## src/rtl/i2c_byte_engine.sv

```systemverilog
// Single-master I2C byte engine: turns START/WRITE/READ/STOP command pulses into
// open-drain SCL/SDA activity with clock stretching and arbitration-loss detection.
module i2c_byte_engine #(
    parameter int CNT_W = 16
) (
    input  logic             clk_i,
    input  logic             rst_i,
    input  logic             ena,
    input  logic [CNT_W-1:0] clk_cnt,
    input  logic             start,
    input  logic             stop,
    input  logic             read,
    input  logic             write,
    input  logic             ack_in,
    input  logic [7:0]       din,
    output logic             cmd_ack,
    output logic             ack_out,
    output logic             i2c_busy,
    output logic             i2c_al,
    output logic [7:0]       dout,
    input  logic             scl_i,
    output logic             scl_o,
    output logic             scl_oen,
    input  logic             sda_i,
    output logic             sda_o,
    output logic             sda_oen,
    output logic [2:0]       dbg_state_o
);

    typedef enum logic [2:0] {
        ST_IDLE   = 3'd0,
        ST_START  = 3'd1,
        ST_BIT    = 3'd2,
        ST_ACKBIT = 3'd3,
        ST_STOP   = 3'd4,
        ST_DONE   = 3'd5
    } state_t;

    state_t           state_q, state_d;
    logic [1:0]       phase_q, phase_d;
    logic [2:0]       bit_cnt_q, bit_cnt_d;
    logic [CNT_W-1:0] cnt_q, cnt_d;
    logic [7:0]       sr_q, sr_d;
    logic [7:0]       dout_q, dout_d;
    logic             do_write_q, do_write_d;
    logic             do_read_q, do_read_d;
    logic             do_stop_q, do_stop_d;
    logic             ack_in_q, ack_in_d;
    logic             ack_out_q, ack_out_d;
    logic             cmd_ack_q, cmd_ack_d;
    logic             al_q, al_d;
    logic             scl_oen_q, scl_oen_d;
    logic             sda_oen_q, sda_oen_d;
    logic             busy_q, busy_d;
    logic             scl_s1_q, scl_s_q, sda_s1_q, sda_s_q, sda_prev_q;

    logic tick, stretch, active, adv, sample_lost, lost;

    // A released SCL that still reads low at the end of Q1 is a slave stretching the clock.
    always_comb begin
        active      = (state_q == ST_START) || (state_q == ST_BIT) ||
                      (state_q == ST_ACKBIT) || (state_q == ST_STOP);
        tick        = ena && (cnt_q == clk_cnt);
        stretch     = (phase_q == 2'd1) && scl_oen_q && !scl_s_q;
        adv         = active && tick && !stretch;
        sample_lost = sda_oen_q && !sda_s_q;

        cnt_d = cnt_q;
        if (!active) begin
            cnt_d = '0;
        end else if (ena) begin
            if (!tick) begin
                cnt_d = cnt_q + CNT_W'(1);
            end else if (!stretch) begin
                cnt_d = '0;
            end
        end

        busy_d = busy_q;
        if (scl_s_q && sda_prev_q && !sda_s_q) begin
            busy_d = 1'b1;
        end else if (scl_s_q && !sda_prev_q && sda_s_q) begin
            busy_d = 1'b0;
        end
    end

    always_comb begin
        state_d    = state_q;
        phase_d    = phase_q;
        bit_cnt_d  = bit_cnt_q;
        sr_d       = sr_q;
        dout_d     = dout_q;
        do_write_d = do_write_q;
        do_read_d  = do_read_q;
        do_stop_d  = do_stop_q;
        ack_in_d   = ack_in_q;
        ack_out_d  = ack_out_q;
        cmd_ack_d  = 1'b0;
        al_d       = 1'b0;
        lost       = 1'b0;
        scl_oen_d  = scl_oen_q;
        sda_oen_d  = sda_oen_q;

        case (state_q)
            ST_IDLE: begin
                if (start || stop || read || write) begin
                    do_write_d = write;
                    do_read_d  = read && !write;
                    do_stop_d  = stop;
                    ack_in_d   = ack_in;
                    sr_d       = din;
                    phase_d    = 2'd0;
                    bit_cnt_d  = 3'd0;
                    if (start) begin
                        state_d = ST_START;
                    end else if (read || write) begin
                        state_d = ST_BIT;
                    end else begin
                        state_d = ST_STOP;
                    end
                end
            end
            ST_START: begin
                if (adv) begin
                    phase_d = phase_q + 2'd1;
                    if ((phase_q == 2'd1) && sample_lost) begin
                        lost = 1'b1;
                    end
                    if (phase_q == 2'd3) begin
                        if (do_write_q || do_read_q) begin
                            state_d = ST_BIT;
                        end else if (do_stop_q) begin
                            state_d = ST_STOP;
                        end else begin
                            state_d = ST_DONE;
                        end
                    end
                end
            end
            ST_BIT: begin
                if (adv) begin
                    phase_d = phase_q + 2'd1;
                    if (phase_q == 2'd2) begin
                        if (do_write_q && sample_lost) begin
                            lost = 1'b1;
                        end
                        if (do_read_q) begin
                            sr_d = {sr_q[6:0], sda_s_q};
                        end
                    end
                    if (phase_q == 2'd3) begin
                        bit_cnt_d = bit_cnt_q + 3'd1;
                        if (do_write_q) begin
                            sr_d = {sr_q[6:0], 1'b0};
                        end
                        if (bit_cnt_q == 3'd7) begin
                            state_d = ST_ACKBIT;
                            if (do_read_q) begin
                                dout_d = sr_q;
                            end
                        end
                    end
                end
            end
            ST_ACKBIT: begin
                if (adv) begin
                    phase_d = phase_q + 2'd1;
                    if ((phase_q == 2'd2) && do_write_q) begin
                        ack_out_d = sda_s_q;
                    end
                    if (phase_q == 2'd3) begin
                        state_d = do_stop_q ? ST_STOP : ST_DONE;
                    end
                end
            end
            ST_STOP: begin
                if (adv) begin
                    phase_d = phase_q + 2'd1;
                    if (phase_q == 2'd3) begin
                        state_d = ST_DONE;
                    end
                end
            end
            ST_DONE: begin
                cmd_ack_d = 1'b1;
                state_d   = ST_IDLE;
            end
            default: begin
                state_d = ST_IDLE;
            end
        endcase

        if (lost) begin
            al_d      = 1'b1;
            cmd_ack_d = 1'b1;
            state_d   = ST_IDLE;
            phase_d   = 2'd0;
        end

        // Pads are registered from the next state; IDLE/DONE keep the last level.
        case (state_d)
            ST_START: begin
                scl_oen_d = (phase_d != 2'd3);
                sda_oen_d = (phase_d == 2'd0) || (phase_d == 2'd1);
            end
            ST_BIT: begin
                scl_oen_d = (phase_d == 2'd1) || (phase_d == 2'd2);
                sda_oen_d = do_write_d ? sr_d[7] : 1'b1;
            end
            ST_ACKBIT: begin
                scl_oen_d = (phase_d == 2'd1) || (phase_d == 2'd2);
                sda_oen_d = do_write_d ? 1'b1 : ack_in_d;
            end
            ST_STOP: begin
                scl_oen_d = (phase_d != 2'd0);
                sda_oen_d = (phase_d == 2'd2) || (phase_d == 2'd3);
            end
            default: begin
            end
        endcase

        if (lost) begin
            scl_oen_d = 1'b1;
            sda_oen_d = 1'b1;
        end
    end

    always_ff @(posedge clk_i) begin
        if (rst_i) begin
            state_q    <= ST_IDLE;
            phase_q    <= 2'd0;
            bit_cnt_q  <= 3'd0;
            cnt_q      <= '0;
            sr_q       <= 8'h00;
            dout_q     <= 8'h00;
            do_write_q <= 1'b0;
            do_read_q  <= 1'b0;
            do_stop_q  <= 1'b0;
            ack_in_q   <= 1'b0;
            ack_out_q  <= 1'b0;
            cmd_ack_q  <= 1'b0;
            al_q       <= 1'b0;
            scl_oen_q  <= 1'b1;
            sda_oen_q  <= 1'b1;
            busy_q     <= 1'b0;
            scl_s1_q   <= 1'b1;
            scl_s_q    <= 1'b1;
            sda_s1_q   <= 1'b1;
            sda_s_q    <= 1'b1;
            sda_prev_q <= 1'b1;
        end else begin
            state_q    <= state_d;
            phase_q    <= phase_d;
            bit_cnt_q  <= bit_cnt_d;
            cnt_q      <= cnt_d;
            sr_q       <= sr_d;
            dout_q     <= dout_d;
            do_write_q <= do_write_d;
            do_read_q  <= do_read_d;
            do_stop_q  <= do_stop_d;
            ack_in_q   <= ack_in_d;
            ack_out_q  <= ack_out_d;
            cmd_ack_q  <= cmd_ack_d;
            al_q       <= al_d;
            scl_oen_q  <= scl_oen_d;
            sda_oen_q  <= sda_oen_d;
            busy_q     <= busy_d;
            scl_s1_q   <= scl_i;
            scl_s_q    <= scl_s1_q;
            sda_s1_q   <= sda_i;
            sda_s_q    <= sda_s1_q;
            sda_prev_q <= sda_s_q;
        end
    end

    assign cmd_ack     = cmd_ack_q;
    assign ack_out     = ack_out_q;
    assign i2c_busy    = busy_q;
    assign i2c_al      = al_q;
    assign dout        = dout_q;
    assign scl_o       = 1'b0;
    assign sda_o       = 1'b0;
    assign scl_oen     = scl_oen_q;
    assign sda_oen     = sda_oen_q;
    assign dbg_state_o = state_q;

endmodule

```

## config.mk

```make
export PLATFORM = sky130hd
export DESIGN_NAME = i2c_byte_engine
export DESIGN_NICKNAME = d
export VERILOG_FILES = /design/src/rtl/i2c_byte_engine.sv
export SDC_FILE = /design/constraint.sdc
export NUM_CORES = 1
export LEC_CHECK = 0
export BUFFER_PORTS_ARGS = -buffer_cell sky130_fd_sc_hd__buf_2
export CAP_MARGIN = 15
export CORE_ASPECT_RATIO = 1.25
export CORE_UTILIZATION = 40
export CTS_CLUSTER_SIZE = 25
export DETAILED_ROUTE_END_ITERATION = 16
export GPL_TIMING_DRIVEN = 0
export PLACE_DENSITY = 0.73
export SLEW_MARGIN = 20
export SYNTH_ARGS = -nofsm -noshare
export SYNTH_HDL_FRONTEND = slang
export SYNTH_SLANG_ARGS = --single-unit
export TNS_END_PERCENT = 5
```

## constraint.sdc

```tcl
create_clock -name clk_i -period 2.9 [get_ports clk_i]
set_input_delay 0.58 -clock clk_i [delete_from_list [all_inputs] [get_ports clk_i]]
set_output_delay 0.58 -clock clk_i [all_outputs]
set_load 0.01 [all_outputs]
```

=== After elaboration in Yosys (flattened, before gate mapping) ===
Cells that the tools add are included.

* Register bits: 55
* Input port bits: 34
* Logic and storage cells: 147
* Output and inout bits: 19

* Reductions and logical operators: 47
* Eq/ne operators: 22
* Multiplexer cells: 52
* Add/subtract/negate cells: 3
* Bitwise gates (word level): 1

{| class="wikitable"
|+ Operators with widths
! kind !! number
|-
| $mux 3 || 17
|-
| $mux 8 || 6
|-
| $mux 16 || 2
|-
| $mux 1 || 17
|-
| $add 16x1->16 const B || 1
|-
| $eq 16x16->1 || 1
|-
| $pmux 8 s2 || 1
|-
| $pmux 3 s5 || 1
|-
| $logic_and 1x1->1 || 14
|-
| $eq 3x2->1 const B || 4
|-
| $eq 3x3->1 const B || 4
|-
| $logic_or 1x1->1 || 11
|-
| $eq 2x2->1 const B || 4
|-
| $ne 2x2->1 const B || 4
|-
| $eq 3x1->1 const B || 2
|-
| $mux 2 || 3
|-
| $pmux 3 s2 || 1
|-
| $reduce_and 3->1 || 2
|-
| $reduce_bool 2->1 || 3
|-
| $reduce_or 2->1 || 3
|-
| $logic_not 1->1 || 5
|-
| $reduce_and 5->1 || 1
|-
| $eq 2x1->1 const B || 2
|-
| $pmux 1 s4 || 1
|-
| other kinds (14) || 15
|}

=== Longest topological paths before layout ===
Gate-level depths: netlist (run 1).

* Word-level depth: 12
* Gate-level depth with buffers: 15

=== Worst setup path before layout (run 1) ===
Ideal clock, no wire load.

* Path type: in2reg
* Start point: input port clk_cnt[13]
* End point: register sda_oen_q, in the netlist sda_oen
* Stages: 14
* Slack: -0.014 ns
* Setup time: 0.126 ns
* Arrival: 2.788 ns
* Data required time: 2.774 ns
* Cells stage by stage: nor2b_1 -> a2111o_1 -> and4bb_1 -> buf_6 -> nand3_4 -> a22o_1 -> a21oi_1 -> inv_1 -> ha_1 -> nor2_1 -> nor2_1 -> o31ai_1 -> mux2_2 -> a31oi_1

* Longest elaborated chain between the ends: 10
* Elaborated cells on any way between the ends: 32
* Classes of those cells: eq/ne: 8; mux: 16; reduce/logical: 8

{| class="wikitable"
|+ RTL lines
! what !! RTL line !! text
|-
| start, declared || 9 || <nowiki>input logic [CNT_W-1:0] clk_cnt,</nowiki>
|-
| $eq 16x16->1 * || 63 || <nowiki>tick = ena && (cnt_q == clk_cnt);</nowiki>
|-
| $logic_and 1x1->1 * || 63 ||
|-
| $logic_and 1x1->1 * (2 in a row) || 65 || <nowiki>adv = active && tick && !stretch;</nowiki>
|-
| $mux 2 (tied with other cells) || -- ||
|-
| $pmux 2 s2 or $pmux 1 s2 (tied branches) || 104 || <nowiki>case (state_q)</nowiki>
|-
| $mux 2 * || 193 || <nowiki>if (lost) begin</nowiki>
|-
| via phase_d[1] || 40 || <nowiki>logic [1:0] phase_q, phase_d;</nowiki>
|-
| $eq 2x2->1 (tied with other cells) || 216 || <nowiki>sda_oen_d = (phase_d == 2'd2) || (phase_d == 2'd3);</nowiki>
|-
| $logic_or 1x1->1 (on tied branches) || 216, 204 ||
|-
| $pmux 1 s4 * || 201 || <nowiki>case (state_d)</nowiki>
|-
| end signal, assigned || 266 || <nowiki>sda_oen_q <= sda_oen_d;</nowiki>
|-
| end, declared || 53 || <nowiki>logic sda_oen_q, sda_oen_d;</nowiki>
|}

Mark *: on every way through the listed nets, which the timed path passes. The rest lies on a longest branch. The select of a mux whose other input is x is not followed.
A chain may end at the register's enable or synchronous reset.

=== Worst setup path after layout (run 1) ===
* Start point: register cnt_q[2]
* End point: register sda_oen_q, in the netlist sda_oen

* Longest elaborated chain between the ends: 10
* Elaborated cells on any way between the ends: 32
* Classes of those cells: eq/ne: 8; mux: 16; reduce/logical: 8

{| class="wikitable"
|+ RTL lines
! what !! RTL line !! text
|-
| start, declared || 42 || <nowiki>logic [CNT_W-1:0] cnt_q, cnt_d;</nowiki>
|-
| start signal, assigned || 255 || <nowiki>cnt_q <= cnt_d;</nowiki>
|-
| $eq 16x16->1 * || 63 ||
|-
| $logic_and 1x1->1 * || 63 ||
|-
| $logic_and 1x1->1 * (2 in a row) || 65 ||
|-
| $mux 2 (tied with other cells) || -- ||
|-
| $pmux 2 s2 or $pmux 1 s2 (tied branches) || 104 ||
|-
| $mux 2 || 193 ||
|-
| $eq 2x2->1 (tied with other cells) || 216 ||
|-
| $logic_or 1x1->1 (on tied branches) || 216, 204 ||
|-
| $pmux 1 s4 || 201 ||
|}

Mark *: on every way between the ends. The rest lies on a longest branch, timed or not. The select of a mux whose other input is x is not followed.

==> impl_metrics.toml, run 1 <==
[setup_path]
timing.rr.start = "cnt_q[2]"
start_kind = "flop"
crit_slowest_cell = "a2111o_1"
crit_fanout = 6
rrSetupSlack_ps = 60
cpPeakStageDelay_ps = 380
rr_endpoint = "sda_oen"
worstRegToRegCells = 14
crit_type = "flop to flop"
critPathRequiredTime_ps = 3150
cp-startpoint = "cnt_q[2]"
cp-end-kind = "flop"
crit_arrival_ps = 3090
worstPathCellList = "nor2b_4 -> a2111o_1 -> and4bb_1 -> buf_6 -> nand4_1 -> a22o_1 -> a21o_1 -> nand2_4 -> ha_4 -> nor2_2 -> nor2_1 -> o31ai_1 -> mux2_4 -> a31oi_1"

[global_route]
grt-ovfl-total = 0
grt_use_met1_pct = 21.9
top_usage_layer = "met2"
grt.total_usage_pct = 18.7
grt_pass1_vias = 2619
grt_pass1_wl_um = 11700
met3_usage_pct = 3.58
grtUsageMet2_pct = 33.9
grt_max_degree = 20
antenna_found_initial = 0

[layout]
nets = 469
fin_util_pct = 49.8
layout-drive-gt1-share_pct = 25.1
diodes = 0
syn2layout_area_growth_pct = 21.2
final_cell_mix = "buf_2, nor2_1, dfxtp_1, nand2_1, a21oi_1"
final_common_cell = "buf_2"

[die]
start_util_pct = 41.1
die_h_um = 99.2
core_um2 = 7360
ios = 53
std_cell_rows = 35
die_w_um = 79.8
dieArea_um2 = 7910

[sta]
tns_ps = 0
fin_crit_sh_pct = 98.0
min_period_ps = 2840
max_freq_mhz = 352
slew-limit-headroom_pct = 49.0
rsz0062_at_grt = "true"
clock_skew_ps = 18.6
tightest_slew_ps = 758
hold_violations = 0
setup_viol_count_final = 0
drv_slew = 0

[synthesis]
yosysSeqAreaShare_pct = 36.4
synthCells = 360
yosysWarnings = 0
synth_area_per_cell_um2 = 8.40
syn_area_um2 = 3020
async_reset_ff_share_pct = 0
synth_seq_cells = 55
synth.distinct_cells = 62
synth-edff-count = 0
synth-main-ff-cell = "dfxtp_1"

[placed_design]
gp_congestion = 0.969
io_buffers = 50
hpwlAfterDp_um = 5450

[min_path]
whs_path_depth = 1
hold_class = "flop to flop"
whs_endpoint = "sda_s_q"
worstHoldStart = "sda_s1_q"

[routing]
wl_per_cell_um = 14.5
num_vias = 2798
viasPerCell = 5.40
antenna_left = 0
first_pass_iters = 4
drc = 0
routed_wl_um = 7490
drtIter0Drc = 106

[power]
power.density_nw_per_um2 = 519
p_leak_nw = 1.50
vdd_ir_drop_max_v = 0.000331

[cts]
h-tree-depth = 2
cts_tree = "done"
root_buffer = "clkbuf_8"
clkLatencyLatePin_ps = 330
postCtsHoldBufs = 0
clock_sinks = 55
clk_pin_slew_ps = 120
clockBufferDepth = 2
cts_buffers = 5

[run]
cap_violations = 0

[status]
status = "complete, no violations"
## kinds of logic (layout without fill, tap and decap cells)
| group | count (synthesis) | in the layout | synth area share, % |
|---|---|---|---|
| AOI/OAI and AO/OA | 64 | 64 | 14.6 |
| adders and majority gates | 10 | 10 | 4.14 |
| other | 1 | 2 | 0.124 |
| buffers and inverters | 26 | 91 | 3.77 |
| and+or+nand+nor | 165 | 165 | 28.9 |
| muxes | 15 | 15 | 5.09 |
| xor gates and xnor gates | 24 | 24 | 6.95 |
| DFF | 55 | 55 | 36.4 |
## registers in the layout, summed over array words and instances (netlist names), 2 cells and up
signal	count
bit_cnt_q	3
cnt_q	16
dbg_state_o	3
dout	8
phase_q	2
sr_q	8
## power breakdown
group / leakage (nW) / switching (mW) / internal [mW]
clock: 0.0502 / 0.278 / 0.180
combinational: 1.00 / 0.348 / 0.220
sequential: 0.451 / 0.0623 / 0.813
total: 1.50 / 0.688 / 1.21
## critical path, delay by kind of cell, from the launching register on
family / cells / cell delay [ps]
compound gates: 5 / 1140
simple gates: 6 / 720
flops: 1 / 370
mux: 1 / 260
fa+ha+maj: 1 / 150
buf+inv: 1 / 130
## worst max-delay path by stage
stage	depth (start not counted)	to	slack, ps
floorplan	12	scl_oen	-0.3
global placement	15	sda_oen	-450
detailed placement	15	sda_oen	-450
CTS	16	sda_oen	30
global route	13	sda_oen	-80
finish	14	sda_oen	60
## cells in the mapped netlist, drive strengths merged (3+ instances only)
cell type,count,area share [%]
clkbuf,9,1.1
or2,7,1.4
nor3,12,3.1
xor2,13,3.8
and3,10,2.1
ha,10,4.1
nand2,29,3.6
a31oi,4,0.83
mux2i,12,4.0
xnor2,11,3.2
dfxtp,55,36
or3,4,0.83
mux2,3,1.1
nor2,51,6.3
buf,4,1.0
a22oi,8,2.0
a2111o,3,1.1
inv,12,1.5
o21ai,8,1.3
a21oi,19,3.1
nor2b,8,1.7
nand3,17,3.4
nand2b,8,1.7
nor3b,3,0.91
nor4,5,1.0
## per-layer routing
metal | wire [µm] | vias to the layer above
li1 | - | 1397
met1 | 3210 | 1300
met2 | 3750 | 87
met3 | 404 | 14
met4 | 133 | 0
met5 | 0 | -
## metrics by stage
step                      setup WS (ps)  cells  cell area, µm²  total power [mW]  hold slack (ps)
after global placement             -451    503            3400              1.42              393
after detailed placement           -447    503            3400              1.43              392
after CTS                          25.6    513            3520              1.88              420
after global routing              -82.2    518            3660              2.01              426
final                              58.0    518            3660              1.90              421
after floorplan                  -0.310    361            3030              1.27              389
## timing repair
action                                  in CTS  in global routing
resized for setup                            4                 26
pin swaps                                    2                  9
endpoints found under the hold margin        0                  0
endpoints found under the setup margin       2                  2
buffers inserted                             2                  5
## area by class of cell
class	count	area (µm²)
multi-input cells	280	1920
inverters	13	48.8
repair buffers	57	307
clock inverters	3	28.8
fillers	724	3690
well taps	92	115
flip-flops and latches	55	1110
plain buffers	13	65.1
clock buffers	5	68.8
No activity file was read; power rests on OpenSTA's default activity.
==> inputs of run 2 (changes only) <==
- ABC_AREA: not set -> 1
- PLACE_DENSITY: 0.73 -> 0.72
==> run 2 against run 1 <==
Flip-flop and latch count unchanged. Via count up 30%. Utilization down 1.9 points. Die area up 14%. Critical endpoint unchanged. Largest cell class unchanged.
==> impl_metrics.toml, run 2 <==
[routing]
num_vias = 3631
first_pass_iters = 4
drc = 0
drtIter0Drc = 142
antenna_left = 0
wl_per_cell_um = 12.8
routed_wl_um = 9060
viasPerCell = 5.15

[layout]
layout.cells.non_filler = 705
fillers = 897
diodes = 0
layout-drive-gt1-share_pct = 17.3
syn2layout_area_growth_pct = 15.0
final_common_cell = "nand2_1"
nets = 651
finalInstanceArea_um2 = 3990
final_cell_mix = "nand2_1, inv_1, nor2_1, dfxtp_1, buf_2"
largest_reg_flops = 16
top_register = "cnt_q"

[setup_path]
start_kind = "flop"
rrSetupSlack_ps = 240
crit_fanout = 5
worstRegToRegCells = 19
cp-end-kind = "flop"
critPathRequiredTime_ps = 3130
crit_arrival_ps = 2880
rr_endpoint = "sda_oen"
timing.rr.start = "cnt_q[11]"
crit_type = "flop to flop"

[die]
dieArea_um2 = 9050
std_cell_rows = 37
core_um2 = 8330
ios = 53
die_h_um = 106
start_util_pct = 41.6
die_w_um = 85.3

[sta]
setup_viol_count_final = 0
fin_crit_sh_pct = 91.6
hold_violations = 0
slew-limit-headroom_pct = 62.3
min_period_ps = 2660
tns_ps = 0
clock_skew_ps = 19.4
tightest_slew_ps = 565
rsz0062_at_grt = "false"
fin_hold_ws_ps = 423
max_freq_mhz = 376
drv_slew = 0

[min_path]
whs_endpoint = "sda_s_q"
whs_path_depth = 1
worstHoldStart = "sda_s1_q"
hold_class = "flop to flop"

[power]
p_sw_share_pct = 32.8
switchingPower_mw = 0.528
p_leak_nw = 1.95
intPower_mw = 1.08
power.density_nw_per_um2 = 404
total_power_mw = 1.61
p_comb_share_pct = 20.4
pwr-share-seq_pct = 50.6
pwr-share-clk_pct = 29.0
vdd_ir_drop_max_v = 0.000253

[placed_design]
io_buffers = 49
numPlacedInstances = 696
gp_congestion = 0.942
dpl-instance-area_um2 = 3840
hpwlAfterDp_um = 7280

[synthesis]
synth_seq_cells = 55
async_reset_ff_share_pct = 0
synth.top_cell.area_share_pct = 31.8
synth-edff-count = 0
yosysTopAreaCell = "dfxtp_1"
synth_common_cells = "nand2_1, inv_1, nor2_1"
synth_area_per_cell_um2 = 6.32
syn_area_um2 = 3470
synth-main-ff-cell = "dfxtp_1"
yosysSeqAreaShare_pct = 31.8
synth.distinct_cells = 45
netlist_top_cells_area = "dfxtp_1, nand2_1, inv_1, nor2_1, nand3_1"
synthCells = 549
yosysWarnings = 0
synth_most_common_cell = "nand2_1"

[global_route]
grt.total_usage_pct = 20.4
antenna_found_initial = 0
grt_pass1_wl_um = 15000
grt_max_degree = 21
grt_pass1_vias = 3507
grt-ovfl-total = 0

[cts]
clk_pin_slew_ps = 120
cts_tree = "done"
postCtsHoldBufs = 0
root_buffer = "clkbuf_8"
clock_sinks = 55
clkLatencyLatePin_ps = 320
cts_buffers = 5
clockBufferDepth = 2
h-tree-depth = 2

[status]
status = "complete, no violations"

[run]
cap_violations = 0
[run 2: cell count changes after synthesis, moves of 9 or more]
cell / delta
nand3_1: +11
nor2_1: +20
inv_1: +76
inv_2: +12
a211oi_1: +9
xor2_1: -10
mux2i_1: -12
nand2_1: +122
nand4_1: +10
and3_1: -10
xnor2_1: -11
o21ai_0: +10
[run 2: what timing repair did]
action                                  CTS  global route
setup buffers                             0             1
resized for setup                         0            10
endpoints found under the setup margin    0             1
[run 2: through the flow]
step	util, %	worst slack (ps)
after global placement	46.1	-61.8
after detailed placement	46.1	-79.8
final	47.9	243
after CTS	47.3	120
after global routing	47.9	17.8
after floorplan	-	378
[run 2: metal layers]
layer | part of all wire [%] | vias up | wire length [µm] | global-route usage, %
met4 | 2.9 | 0 | 259 | 8.93
met3 | 5.1 | 19 | 458 | 3.03
met5 | 0 | - | 0 | 0
li1 | - | 1859 | - | -
met2 | 50 | 105 | 4510 | 37.6
met1 | 42 | 1648 | 3820 | 23.0
[run 2: power groups by stage]
stage          Clock, mW  Sequential (mW)  Combinational [mW]
2_1_floorplan          0            0.830               0.223
3_3_place_gp           0            0.831               0.314
3_5_place_dp           0            0.832               0.321
4_1_cts            0.483            0.815               0.322
5_1_grt            0.511            0.821               0.374
6_report           0.468            0.815               0.329
[run 2: logic make-up after synthesis]
kind of cell	Yosys count	synth area share, %
buf+inv	108	11.9
xor+xnor	3	0.758
compound gates	73	14.0
other cells	1	0.108
simple gates	299	37.9
fa+ha+maj	10	3.61
flops	55	31.8
[run 2: worst max path at each step]
stage	start	endpoint	depth (start not counted)
2_1_floorplan	clk_cnt[0]	sda_oen	19
3_3_place_gp	clk_cnt[13]	sda_oen	19
3_5_place_dp	clk_cnt[13]	sda_oen	19
4_1_cts	phase_q[1]	sda_oen	16
5_1_grt	cnt_q[9]	sda_oen	19
6_report	cnt_q[11]	sda_oen	19
[run 2: area by class of cell]
cell class / count / area [µm²] / area share [%]
buffer: 7 / 33.8 / 0.847
clock buffer: 5 / 68.8 / 1.73
clock inverter: 3 / 33.8 / 0.847
inverter: 101 / 379 / 9.51
multi-input combinational: 387 / 1990 / 50.0
sequential: 55 / 1100 / 27.7
tap: 97 / 121 / 3.04
timing repair buffer: 50 / 253 / 6.34
[run 2: worst max-delay path, cell delays in order (launching register included)]
cell	delay, ps
dfxtp_1	450
inv_2	70
nand2_1	120
nand2_1	60
nor2_1	110
nand2_1	90
nor2_4	130
nand3_2	120
nor2_4	190
nand2_1	70
o211ai_1	80
o211ai_1	130
nand2_2	120
inv_1	70
ha_1	200
or2_2	290
nand4_1	90
nand3_1	80
nand2_1	60
nand2_1	50
==> inputs of run 3 (changes only) <==
- CORE_UTILIZATION: 40 -> 52
- PLACE_DENSITY: 0.72 -> 0.87
==> run 3 against run 2 <==
Sequential power about the same. Worst hold slack got worse by 6.6 ps. Maximum frequency decreased by 2.1%. Critical path type unchanged. Largest power group unchanged.
==> impl_metrics.toml, run 3 (synthesis gave the netlist of run 2 again) <==
[layout]
final_common_cell = "nand2_1"
largest_reg_flops = 16
nets = 653
diodes = 0
finalInstanceArea_um2 = 3980
top_register = "cnt_q"
fin_util_pct = 63.4
layout-drive-gt1-share_pct = 18.4
final_cell_mix = "nand2_1, inv_1, nor2_1, buf_2, dfxtp_1"
syn2layout_area_growth_pct = 14.9

[sta]
slew-limit-headroom_pct = 64.5
hold_violations = 0
fin_crit_sh_pct = 93.6
min_period_ps = 2710
drv_slew = 0
setup_viol_count_final = 0
tightest_slew_ps = 533
tns_ps = 0
max_freq_mhz = 368
clock_skew_ps = 13.4

[power]
switchingPower_mw = 0.520
intPower_mw = 1.08
pwr-share-seq_pct = 51.0
power.density_nw_per_um2 = 402
p_sw_share_pct = 32.5
pwr-share-clk_pct = 28.4
p_leak_nw = 1.95
vdd_ir_drop_max_v = 0.000323
p_comb_share_pct = 20.7

[placed_design]
io_buffers = 49
gp_congestion = 0.969
hpwlAfterDp_um = 7020
dpl-instance-area_um2 = 3820

[setup_path]
crit_type = "flop to flop"
worstRegToRegCells = 19
critPathRequiredTime_ps = 3110
rr_endpoint = "sda_oen"
rrSetupSlack_ps = 190
crit_fanout = 6
crit_arrival_ps = 2930
timing.rr.start = "cnt_q[13]"
cp-end-kind = "flop"
start_kind = "flop"

[routing]
drc = 0
viasPerCell = 5.26
wl_per_cell_um = 12.8
num_vias = 3656
routed_wl_um = 8910
first_pass_iters = 5
drtIter0Drc = 171
antenna_left = 0

[global_route]
grt_pass1_wl_um = 14600
grt-ovfl-total = 0
grt.total_usage_pct = 26.8
antenna_found_initial = 0
grt_max_degree = 20
grt_pass1_vias = 3567

[die]
start_util_pct = 55.2
die_h_um = 93.3
std_cell_rows = 32
die_w_um = 75.0
core_um2 = 6290
ios = 53
dieArea_um2 = 7000

[status]
status = "complete, no violations"

[min_path]
whs_path_depth = 1
hold_class = "flop to flop"
whs_endpoint = "scl_s_q"
worstHoldStart = "scl_s1_q"

[cts]
root_buffer = "clkbuf_8"
clockBufferDepth = 2
clk_pin_slew_ps = 100
h-tree-depth = 2
cts_buffers = 5
clkLatencyLatePin_ps = 320
cts_tree = "done"
postCtsHoldBufs = 0
clock_sinks = 55

[run]
cap_violations = 0
==> run 3: changes by cell type in the layout (fill, tap and decap cells not counted) <==
| cell | before | now |
|---|---|---|
| a21oi_4 | 2 | 1 |
| inv_8 | 0 | 1 |
| dfxtp_1 | 52 | 46 |
| nor2_4 | 3 | 4 |
| dfxtp_2 | 3 | 9 |
| buf_4 | 3 | 5 |
| clkinv_8 | 1 | 0 |
| clkinvlp_4 | 0 | 1 |
| nor2_1 | 71 | 70 |
| nand2_1 | 149 | 151 |
| a21oi_2 | 1 | 2 |
| clkinv_4 | 1 | 0 |
| nand2_2 | 5 | 3 |
==> run 3: how the worst max path moves through the flow <==
stage,endpoint,slack (ps),from,cells past startpoint
CTS,sda_oen,100,phase_q[1],16
floorplan,sda_oen,380,clk_cnt[0],19
global route,sda_oen,-20,cnt_q[5],19
finish,sda_oen,190,cnt_q[13],19
detailed placement,sda_oen,-80,clk_cnt[13],19
global placement,sda_oen,-40,clk_cnt[13],19
==> run 3: area by class of cell <==
class	instances	area (µm²)
buffer	7	33.8
clock buffer	5	68.8
clock inverter	3	27.5
fill	597	2300
inverter	101	379
multi-input combinational	387	1990
sequential	55	1110
tap	85	106
timing repair buffer	52	268
==> run 3: routing by layer <==
layer,vias up,track usage [%],share of wire [%]
met1,1649,28.1,41
met2,113,48.0,51
met3,32,3.56,4.0
met4,0,18.2,4.3
met5,-,0,0
li1,1862,-,-
==> run 3: power groups by stage <==
stage          registers [mW]  logic [mW]  clock network [mW]
6_report                0.815       0.331               0.454
3_5_place_dp            0.831       0.319                   0
4_1_cts                 0.814       0.321               0.469
5_1_grt                 0.820       0.370               0.500
2_1_floorplan           0.830       0.223                   0
3_3_place_gp            0.830       0.309                   0
==> run 3: timing repair <==
| item | CTS | global route |
|---|---|---|
| gates resized for setup | 0 | 15 |
| endpoints found under the setup margin | 0 | 1 |
| buffers inserted | 0 | 3 |
==> run 3: per-stage QoR <==
stage                     total power, mW  cells  hold slack [ps]  setup WS [ps]
after floorplan                      1.05    550              389            378
after global placement               1.14    684              394          -39.6
after detailed placement             1.15    684              394          -80.2
after CTS                            1.60    692              419            100
after global routing                 1.69    695              417          -24.0
final                                1.60    695              417            185
==> run 3: critical path, cell delays in order, from the launching register on <==
cell and delay (ps):
dfxtp_2 380, inv_2 50, nand2_1 130, nand2_1 70
nor2_1 130, nand2_1 100, nor2_4 140, nand3_2 140
nor2_4 210, nand2_1 80, o211ai_1 90, o211ai_1 110
nand2_1 140, inv_1 80, ha_1 200, or2_2 280
nand4_1 90, nand3_1 80, nand2_1 60, nand2_1 50
